File: src/rtl/rx_sync_fifo.sv
// rx_sync_fifo: single-clock FIFO holding checked Rx frames.
// Ports:
//   clk, reset      rising-edge clock, synchronous active-high reset
//   push, push_data write request and entry
//   pop             read request (ignored while empty)
//   overflow_clear  clears the sticky overflow flag
//   pop_data        registered head entry (0 after reset)
//   full, empty     occupancy status
//   count           occupied entries, 0..DEPTH
//   overflow        sticky: a push was dropped because the FIFO was full
// A push while full is still accepted when a pop happens in the same cycle.
module rx_sync_fifo #(
  parameter int WIDTH = 10,
  parameter int DEPTH = 4
) (
  input  logic                     clk,
  input  logic                     reset,
  input  logic                     push,
  input  logic [WIDTH-1:0]         push_data,
  input  logic                     pop,
  input  logic                     overflow_clear,
  output logic [WIDTH-1:0]         pop_data,
  output logic                     full,
  output logic                     empty,
  output logic [$clog2(DEPTH):0]   count,
  output logic                     overflow
);

  localparam int AW = $clog2(DEPTH);

  logic [WIDTH-1:0] mem [DEPTH];
  logic [AW-1:0]    wr_ptr;
  logic [AW-1:0]    rd_ptr;
  logic [AW:0]      count_q;
  logic             overflow_q;

  logic pop_en;
  logic push_en;
  logic overflow_set;

  assign empty        = (count_q == '0);
  assign full         = (count_q == (AW+1)'(DEPTH));
  assign pop_en       = pop & ~empty;
  assign push_en      = push & (~full | pop_en);
  assign overflow_set = push & full & ~pop_en;

  // DEPTH is a power of two, so the pointers wrap by natural overflow.
  always_ff @(posedge clk) begin
    if (reset) begin
      wr_ptr     <= '0;
      rd_ptr     <= '0;
      count_q    <= '0;
      overflow_q <= 1'b0;
      for (int i = 0; i < DEPTH; i++) begin
        mem[i] <= '0;
      end
    end else begin
      if (push_en) begin
        mem[wr_ptr] <= push_data;
        wr_ptr      <= wr_ptr + 1'b1;
      end
      if (pop_en) begin
        rd_ptr <= rd_ptr + 1'b1;
      end
      if (push_en && !pop_en) begin
        count_q <= count_q + 1'b1;
      end else if (pop_en && !push_en) begin
        count_q <= count_q - 1'b1;
      end
      // A set event in the same cycle as a clear takes priority.
      if (overflow_set) begin
        overflow_q <= 1'b1;
      end else if (overflow_clear) begin
        overflow_q <= 1'b0;
      end
    end
  end

  assign pop_data = mem[rd_ptr];
  assign count    = count_q;
  assign overflow = overflow_q;

endmodule

File: config.mk
export PLATFORM = sky130hd
export DESIGN_NAME = rx_sync_fifo
export DESIGN_NICKNAME = d
export VERILOG_FILES = /design/src/rtl/rx_sync_fifo.sv
export SDC_FILE = /design/constraint.sdc
export NUM_CORES = 1
export LEC_CHECK = 0
export CORE_MARGIN = 2
export CORE_UTILIZATION = 54
export DETAILED_ROUTE_END_ITERATION = 16
export PLACE_DENSITY_LB_ADDON = 0.3
export SETUP_SLACK_MARGIN = 0.1
export SLEW_MARGIN = 20
export SYNTH_ARGS = -nofsm -noshare
export SYNTH_HDL_FRONTEND = slang
export SYNTH_SLANG_ARGS = --single-unit
export TNS_END_PERCENT = 20
File: constraint.sdc
create_clock -name clk -period 2.5 [get_ports clk]
set_clock_uncertainty 0.1 [all_clocks]
set_input_delay 0.5 -clock clk [delete_from_list [all_inputs] [get_ports clk]]
set_output_delay 0.5 -clock clk [all_outputs]
set_load 0.03 [all_outputs]
# ---- Word-level counts from Yosys, hierarchy flattened
# Memory sizes are Yosys's and may differ from the RTL's. A register that Yosys moved wholly into a read port is not among the register bits.
# Index checks and enable logic that the tools add are counted.
dict set report totals {
  reg_bits 8
  latchBits 0
  ramBits 40
  romBits 0
  in_bits 15
  output_inout_bits 16
  word_cells 40
  memories 1
}
# memory words width rd rd_clocked_by_memory_dff write_ports line_no
set mem_list {}
lappend mem_list {mem 4 10 1 1 4 31} ;# logic [WIDTH-1:0] mem [DEPTH];
dict set report classes {
  n_addsub 4
  mul 0
  n_div 0
  order_cmp 0
  n_eq_ne 1
  shifts 0
  mux 14
  bitwise_logic 8
  reduce_logical 8
}
# operator n
set op_table {}
lappend op_table {{10-bit 2-to-1 mux} 1}
lappend op_table {{10-bit OR reduction} 1}
lappend op_table {{1-bit 2-to-1 mux} 8}
lappend op_table {{2-bit 2-to-1 mux} 3}
lappend op_table {{3-bit 2-to-1 mux} 2}
lappend op_table {{2-bit by 1-bit adder with 2-bit output, second input constant} 2}
lappend op_table {{1-bit bitwise AND} 4}
lappend op_table {{2-bit nonzero test} 2}
lappend op_table {{3-bit by 1-bit adder with 3-bit output, second input constant} 1}
lappend op_table {{3-bit equality test, second input constant} 1}
lappend op_table {{3-bit zero test} 1}
lappend op_table {{1-bit inverter} 3}
lappend op_table {{3-bit by 1-bit subtractor with 3-bit output, second input constant} 1}
lappend op_table {{1-bit logical AND} 2}
lappend op_table {{1-bit zero test} 2}
lappend op_table {{1-bit bitwise OR} 1}

# ---- Longest topological paths before layout
dict set report depth {
  depth_word 10
  ltp_mapped 8
  mapped_depth_nobuf 8
}

# ---- Worst setup path before layout
# OpenSTA, ideal clock, no wires.
dict set report synth_path {
  kind {register to register}
  startpoint {register count_q[0], in the netlist count[0]}
  endpoint {register count_q[2], in the netlist count[2]}
  arrival_ns 2.278
  required_ns 2.329
  slack_ns 0.051
  stages_incl_launch_ff 9
  n_path_buf 0
  cell_sequence {dfxtp_1 -> nor4b_4 -> nor2b_1 -> ha_1 -> inv_1 -> fa_1 -> xor2_1 -> or3_1 -> a21oi_1}
}
dict set report synth_via {
  elab_chain_len 8
  word_cells_on_any_way 16
  classes_between {2 x add/sub; 1 x eq/ne; 2 x mux; 5 x bitwise; 6 x reduce/logical}
}
# item line_no
set synth_lines {}
lappend synth_lines {{start: declaration} 34} ;# logic [AW:0] count_q;
lappend synth_lines {{start signal: assignment} 66} ;# count_q <= count_q + 1'b1;
lappend synth_lines {{start signal: assignment} 68} ;# count_q <= count_q - 1'b1;
lappend synth_lines {{3-bit zero test} 41} ;# assign empty = (count_q == '0);
lappend synth_lines {{1-bit inverter} 43} ;# assign pop_en = pop & ~empty;
lappend synth_lines {{1-bit bitwise AND} 43}
lappend synth_lines {{1-bit bitwise OR (*)} 44} ;# assign push_en = push & (~full | pop_en);
lappend synth_lines {{1-bit bitwise AND (*)} 44}
lappend synth_lines {{via push_en} 38} ;# logic push_en;
lappend synth_lines {{1-bit zero test} 67} ;# end else if (pop_en && !push_en) begin
lappend synth_lines {{1-bit logical AND} 67}
lappend synth_lines {{2-bit nonzero test (no source line)} n/a}
# The timed path passes the listed nets; every way through them passes the cells marked *. The select of a mux whose other input is x is not followed.
# A chain may end at the register's enable or synchronous reset.

# ---- Worst setup path in the final report
dict set report layout_path {
  startpoint {register count_q[2], in the netlist count[2]}
  endpoint {output full}
}
dict set report layout_via {
  elab_chain_len 1
}
# item line_no
set layout_lines {}
lappend layout_lines {{3-bit equality test} 42} ;# assign full = (count_q == (AW+1)'(DEPTH));
lappend layout_lines {{end: declaration} 23} ;# output logic full,
# Every way passes these cells.

==> impl_metrics.csv <==
group,metric,value,unit
logic_synthesis,yosys_warnings,0,
placement,portBuffers,30,
placement,globalplace.congestion,0.850,
placement,dp.cells,236,
critical_path,path_class,"reg -> out",
critical_path,arrival,1.78,ns
logic_synthesis,synth_top_family_by_area,"simple AND/OR/NAND/NOR gates",
timing,finalCritPeriodShare,95.1,%
floorplan,rows,23,
floorplan,die_h,68.0,µm
placement,hpwl,3020,µm
power,power,2.50,mW
final_layout,nNetsFinal,210,
detailed_routing,first_pass_iters,4,
logic_synthesis,syn-num-nets,164,
clock_network,cts_sinks,50,
timing,slew_violations,0,
floorplan,design.core.area,3970,µm²
timing,setup_viol,0,
final_layout,diodes,0,
timing,slew-limit-headroom,40.4,%
clock_network,post_cts_resized,10,
timing,timing.final.ws_setup,0.122,ns
final_layout,drive_gt1_share,20.6,%
floorplan,die_w,68.0,µm
worst_hold_path,hp-class,"reg -> reg",
logic_synthesis,synth-compound-area-share,3.00,%
detailed_routing,vias_per_cell,5.52,
logic_synthesis,synth_cell_types,31,
logic_synthesis,synth_cells,147,
clock_network,root_buffer,"clkbuf_8",
clock_network,clk_latency,0.29,ns
global_route,grt_max_degree,16,
floorplan,start_util,55.7,%
timing,period_minus_slack,2.38,ns
logic_synthesis,synth_fa_ha_area_share,1.47,%
critical_path,critical_path.max_fanout,8,
logic_synthesis,yosys.area_share.simple,18.4,%
timing,tightest_slew,0.892,ns
detailed_routing,drt-total-wl,4180,µm
detailed_routing,vias,1347,
critical_path,crit_path_start_kind,"flip-flop",
final_layout,stdcell_area,2760,µm²
timing,max_freq,420,MHz
detailed_routing,wire_per_inst,17.1,µm
clock_network,clk_pin_slew,0.08,ns
logic_synthesis,ys_ff_latch,50,
status,status,"completed",
final_layout,fin_util,69.5,%
clock_network,cts_buffers,5,
clock_network,cts_buffer_depth,2,
placement,dp_slack,-0.202,ns
clock_network,cts_setup_buffers,0,
global_route,track_usage,20.3,%
power,p_leak,1.06,nW
power,powerDensity,905,nW/µm²
logic_synthesis,synth_area,2210,µm²
final_layout,fillers,263,
clock_network,cts_tree,"done",
critical_path,crit_required,1.90,ns
global_route,antenna_found_initial,0,
detailed_routing,drc,0,
floorplan,die-area,4620,µm²
global_route,grt_pass1_wl,6580,µm
final_layout,layout.cells.non_filler,244,
logic_synthesis,syn_area_per_cell,15.0,µm²
critical_path,end_kind,"output port",
timing,rsz0062_at_grt,"true",
timing,hold_violations,0,
detailed_routing,ant_nets,0,
clock_network,ctsHoldBuffers,0,
global_route,grt-ovfl-total,0,
logic_synthesis,muxShareOfSynthArea,11.1,%
final_layout,syn_to_final_growth,24.8,%
logic_synthesis,synthXorXnorAreaFrac,1.58,%
detailed_routing,drt_iter0_drc,86,
clock_network,htree_levels,2,
placement,placed_area,2670,µm²
global_route,grt_pass1_vias,1405,
power,vdd_drop_max,686,µV
run,drv_cap,0,
logic_synthesis,seq_area_frac_synth,63.3,%
floorplan,io_pins,31,
==> path summary, 6_finish.rpt <==
kind                      endpoint                   from  cells past startpoint  slack [ns]
min          overflow$_SDFFE_PP0P_  overflow$_SDFFE_PP0P_                      2        0.40
min reg2reg  overflow$_SDFFE_PP0P_  overflow$_SDFFE_PP0P_                      2        0.40
max                           full  count[2]$_SDFFE_PP0P_                      2        0.12
max reg2reg  count[2]$_SDFFE_PP0P_  count[2]$_SDFFE_PP0P_                      7        0.29
==> cells by family after synthesis <==
kind of cell | after synthesis
compound gates | 10
xor+xnor | 4
fa+ha+maj | 2
buf+inv | 6
flops | 50
mux | 12
simple gates | 63
==> per-stage QoR <==
stage / TNS (ns) / hold WS [ns]
2_1_floorplan: 0 / 0.385
3_3_place_gp: -0.861 / 0.357
3_5_place_dp: -2.00 / 0.392
4_1_cts: 0 / 0.407
5_1_grt: 0 / 0.429
6_report: 0 / 0.396
==> critical path, stage by stage, from the launching register on <==
cell and delay, ns:
dfxtp_1 0.45, nor3b_1 0.29, clkdlybuf4s50_1 0.74
==> area by class of cell <==
type,instances,area (µm²),area share (%)
Tap cell,50,62.6,2.27
Clock buffer,6,82.6,2.99
Inverter,2,7.51,0.272
Timing Repair Buffer,43,400,14.5
Multi-Input combinational cell,91,792,28.7
Sequential cell,50,1400,50.8
Clock inverter,2,12.5,0.453
==> synth_stat cells <==
master / instances / share of area (%)
nor3_1: 1 / 0.23
and4bb_2: 1 / 0.57
nor2b_1: 1 / 0.28
a31o_2: 2 / 0.79
a21o_1: 1 / 0.34
buf_2: 1 / 0.23
nor3b_1: 2 / 0.68
a21oi_1: 3 / 0.68
dfxtp_1: 10 / 9.0
nor2_1: 8 / 1.4
nand2_1: 1 / 0.17
nor4b_4: 1 / 1.1
nand2b_1: 3 / 0.85
mux2i_1: 1 / 0.45
edfxtp_1: 40 / 54
mux2_2: 1 / 0.51
o311ai_0: 1 / 0.40
buf_1: 1 / 0.17
nor4b_2: 1 / 0.68
inv_1: 2 / 0.34
and2_1: 40 / 11
or3_1: 2 / 0.57
o31ai_1: 1 / 0.34
xor2_1: 4 / 1.6
nor4_1: 1 / 0.28
ha_1: 1 / 0.57
mux4_2: 10 / 10
o21ai_0: 2 / 0.45
clkbuf_1: 2 / 0.34
fa_1: 1 / 0.91
nand3b_1: 1 / 0.34
==> routing by layer <==
layer / part of all wire [%] / GRT usage (%)
met1: 40 / 23.2
met2: 53 / 35.6
met3: 5.0 / 5.76
met4: 1.6 / 8.75
met5: 0 / 0
==> state kept, by name, summed over array words and instances, names as in the netlist, named ones only <==
name	count
mem	40
count	3
rd_ptr	2
wr_ptr	2
overflow	1
==> layout by cell type, fill, tap and decap left out <==
cell,count
and2_1,40
edfxtp_1,40
clkdlybuf4s50_1,19
buf_4,12
mux4_2,10
dlygate4sd2_1,10
nor2_1,8
dfxtp_1,8
clkbuf_8,6
xor2_1,4
nand2b_1,3
a21oi_1,3
inv_1,2
or3_1,2
a31o_2,2
o21ai_0,2
dfxtp_2,2
o31ai_1,1
nor4b_4,1
nor2b_1,1
nor3_1,1
nor3b_2,1
nand2_1,1
nor3b_1,1
a21o_1,1
mux2i_1,1
mux2_2,1
o311ai_0,1
nor4b_2,1
nor4_1,1
and4bb_2,1
nand3b_1,1
fa_1,1
ha_1,1
clkinv_2,1
clkinvlp_4,1
dlymetal6s2s_1,1
buf_12,1
==> where the power goes <==
group          switching, mW  internal, mW  total (mW)
clock network          0.254         0.223       0.477
logic                  0.489         0.422       0.911
registers             0.0916          1.02        1.11
Note: power is estimated with default switching activity, not from simulation.
==> RTL change (same flow settings) <==
Change the parameter `DEPTH` from 4 to 2.
--- a/src/rtl/rx_sync_fifo.sv
+++ b/src/rtl/rx_sync_fifo.sv
@@ -11,7 +11,7 @@
 // A push while full is still accepted when a pop happens in the same cycle.
 module rx_sync_fifo #(
   parameter int WIDTH = 10,
-  parameter int DEPTH = 4
+  parameter int DEPTH = 2
 ) (
   input  logic                     clk,
   input  logic                     reset,
Interface: changed (resized count); port bits go from 31 to 30. The function was not compared with the original's and may differ.
==> RTL change against the original RTL <==
- combinational power down 43%
- clock power down 58%
- die area down 44%
- power down 47%
- design area down 44%
- first-iteration DRC count down 91%
- largest power group unchanged
- worst setup slack better by 74 ps
- via count down 47%
- area after synthesis down 47%
- sequential cell count down 24
- wire length down 54%
==> RTL change: results (changes against the original RTL) <==
Compound-Gate Fraction of Synth Area 2.97% (was 3.00%); Detailed Place HPWL 1410 um (was 3020 um); Leak 0.597 nW (was 1.06 nW); synth top area cells edfxtp_1, and2_1, dfxtp_1 (was edfxtp_1, and2_1, mux4_2); DR iter-0 viols 8 (was 86); Synth Area in XOR/XNOR 2.23% (was 1.58%); Sequential Area 724 um^2 (was 0.00140 mm^2); Post-CTS Resized 1 (was 10); vias in the first global route 733 (was 1405); Largest stage delay, worst path 590 ps (was 740 ps); first-pass GRT wire length 3040 um (was 6580 um); Non-clock buffer share 20.3% (was 14.5%); run status completed (unchanged); CP arrival 1700 ps (was 1780 ps); Detailed Routing Iterations Pass 1 3 (was 4); CTS buffer count 3 (was 5); detailed-route vias per instance 4.94 (was 5.52); area occupied by multi-input gates 428 um^2 (was 792 um^2); drt wl/cell 13.3 um (was 17.1 um); CP max stage cell clkdlybuf4s50_1 (unchanged); post-synthesis sequential area ratio 61.1% (was 63.3%); post-synth cell types 24 (was 31); Non-clk bufs 32 (was 43); Clk Tree Root Cell clkbuf_4 (was clkbuf_8); Placer Congestion 0.714 (was 0.850); GR Util met3 3.27% (was 5.76%); clock power share 15.3% (was 19.1%); layout cells sized above 1 18.8% (was 20.6%); DP Worst Slack -48.8 ps (was -202 ps); Non-CTS inverters 1 (was 2); met2 GRT Util 29.8% (was 35.6%); number of enable flip-flop cells after synthesis 20 (was 40); max reg flops 20 (was 40); Buffers on Ports 29 (was 30); clk_lat worst skew 310 ps (was 290 ps); clock buffers 4 (was 6); CP Max Fanout 10 (was 8); switching part of the total 33.2% (was 33.4%); FF+latch count 26 (was 50); Adder-Cell Fraction of Synth Area 1.06% (was 1.47%); Seq power 0.598 mW (was 1.11 mW); clk slew on worst S/H paths 130 ps (was 80 ps); slew margin rel. 37.4% (was 40.4%); WL met1 765 um (was 1670 um); met3 routed wirelength 84 um (was 207 um); final net count 134 (was 210); mux contribution to synthesized area 9.54% (was 11.1%); Multi-input comb cells 54 (was 91); commonest cells in the netlist and2_1, edfxtp_1, mux2_2, dfxtp_1, nor2_1 (was and2_1, edfxtp_1, dfxtp_1, mux4_2, nor2_1); met1 Use GR 16.6% (was 23.2%); met2 routed WL 1020 um (was 2230 um)
## RTL change: cell types whose count changed in the layout (fill, tap and decap cells not counted), moves of 3 or more
cell / change
nor2_1: -3
mux4_2: -10
buf_4: -9
clkbuf_4: +3
dfxtp_1: -3
dlygate4sd2_1: -10
clkdlybuf4s50_1: +10
edfxtp_1: -20
and2_1: -20
mux2_2: +9
clkbuf_8: -5
## RTL change: worst paths after layout
kind         depth (start not counted)     endpoint  slack, ps  startpoint
max reg2reg                          3    mem[0][0]        510    count[0]
max                                  2  pop_data[3]        200        flop
min                                  2       rd_ptr        430      rd_ptr
min reg2reg                          2       rd_ptr        430      rd_ptr
## RTL change: per-stage QoR
stage	cell area [um^2]	utilization, %	cells	TNS (ps)	power, mW
final	1540	76.9	144	0	1.32
after global placement	1500	74.9	140	0	1.12
after detailed placement	1500	74.9	140	-486	1.13
after floorplan	1180	-	85	0	0.928
after CTS	1540	76.8	144	0	1.33
after global routing	1540	76.9	144	0	1.38
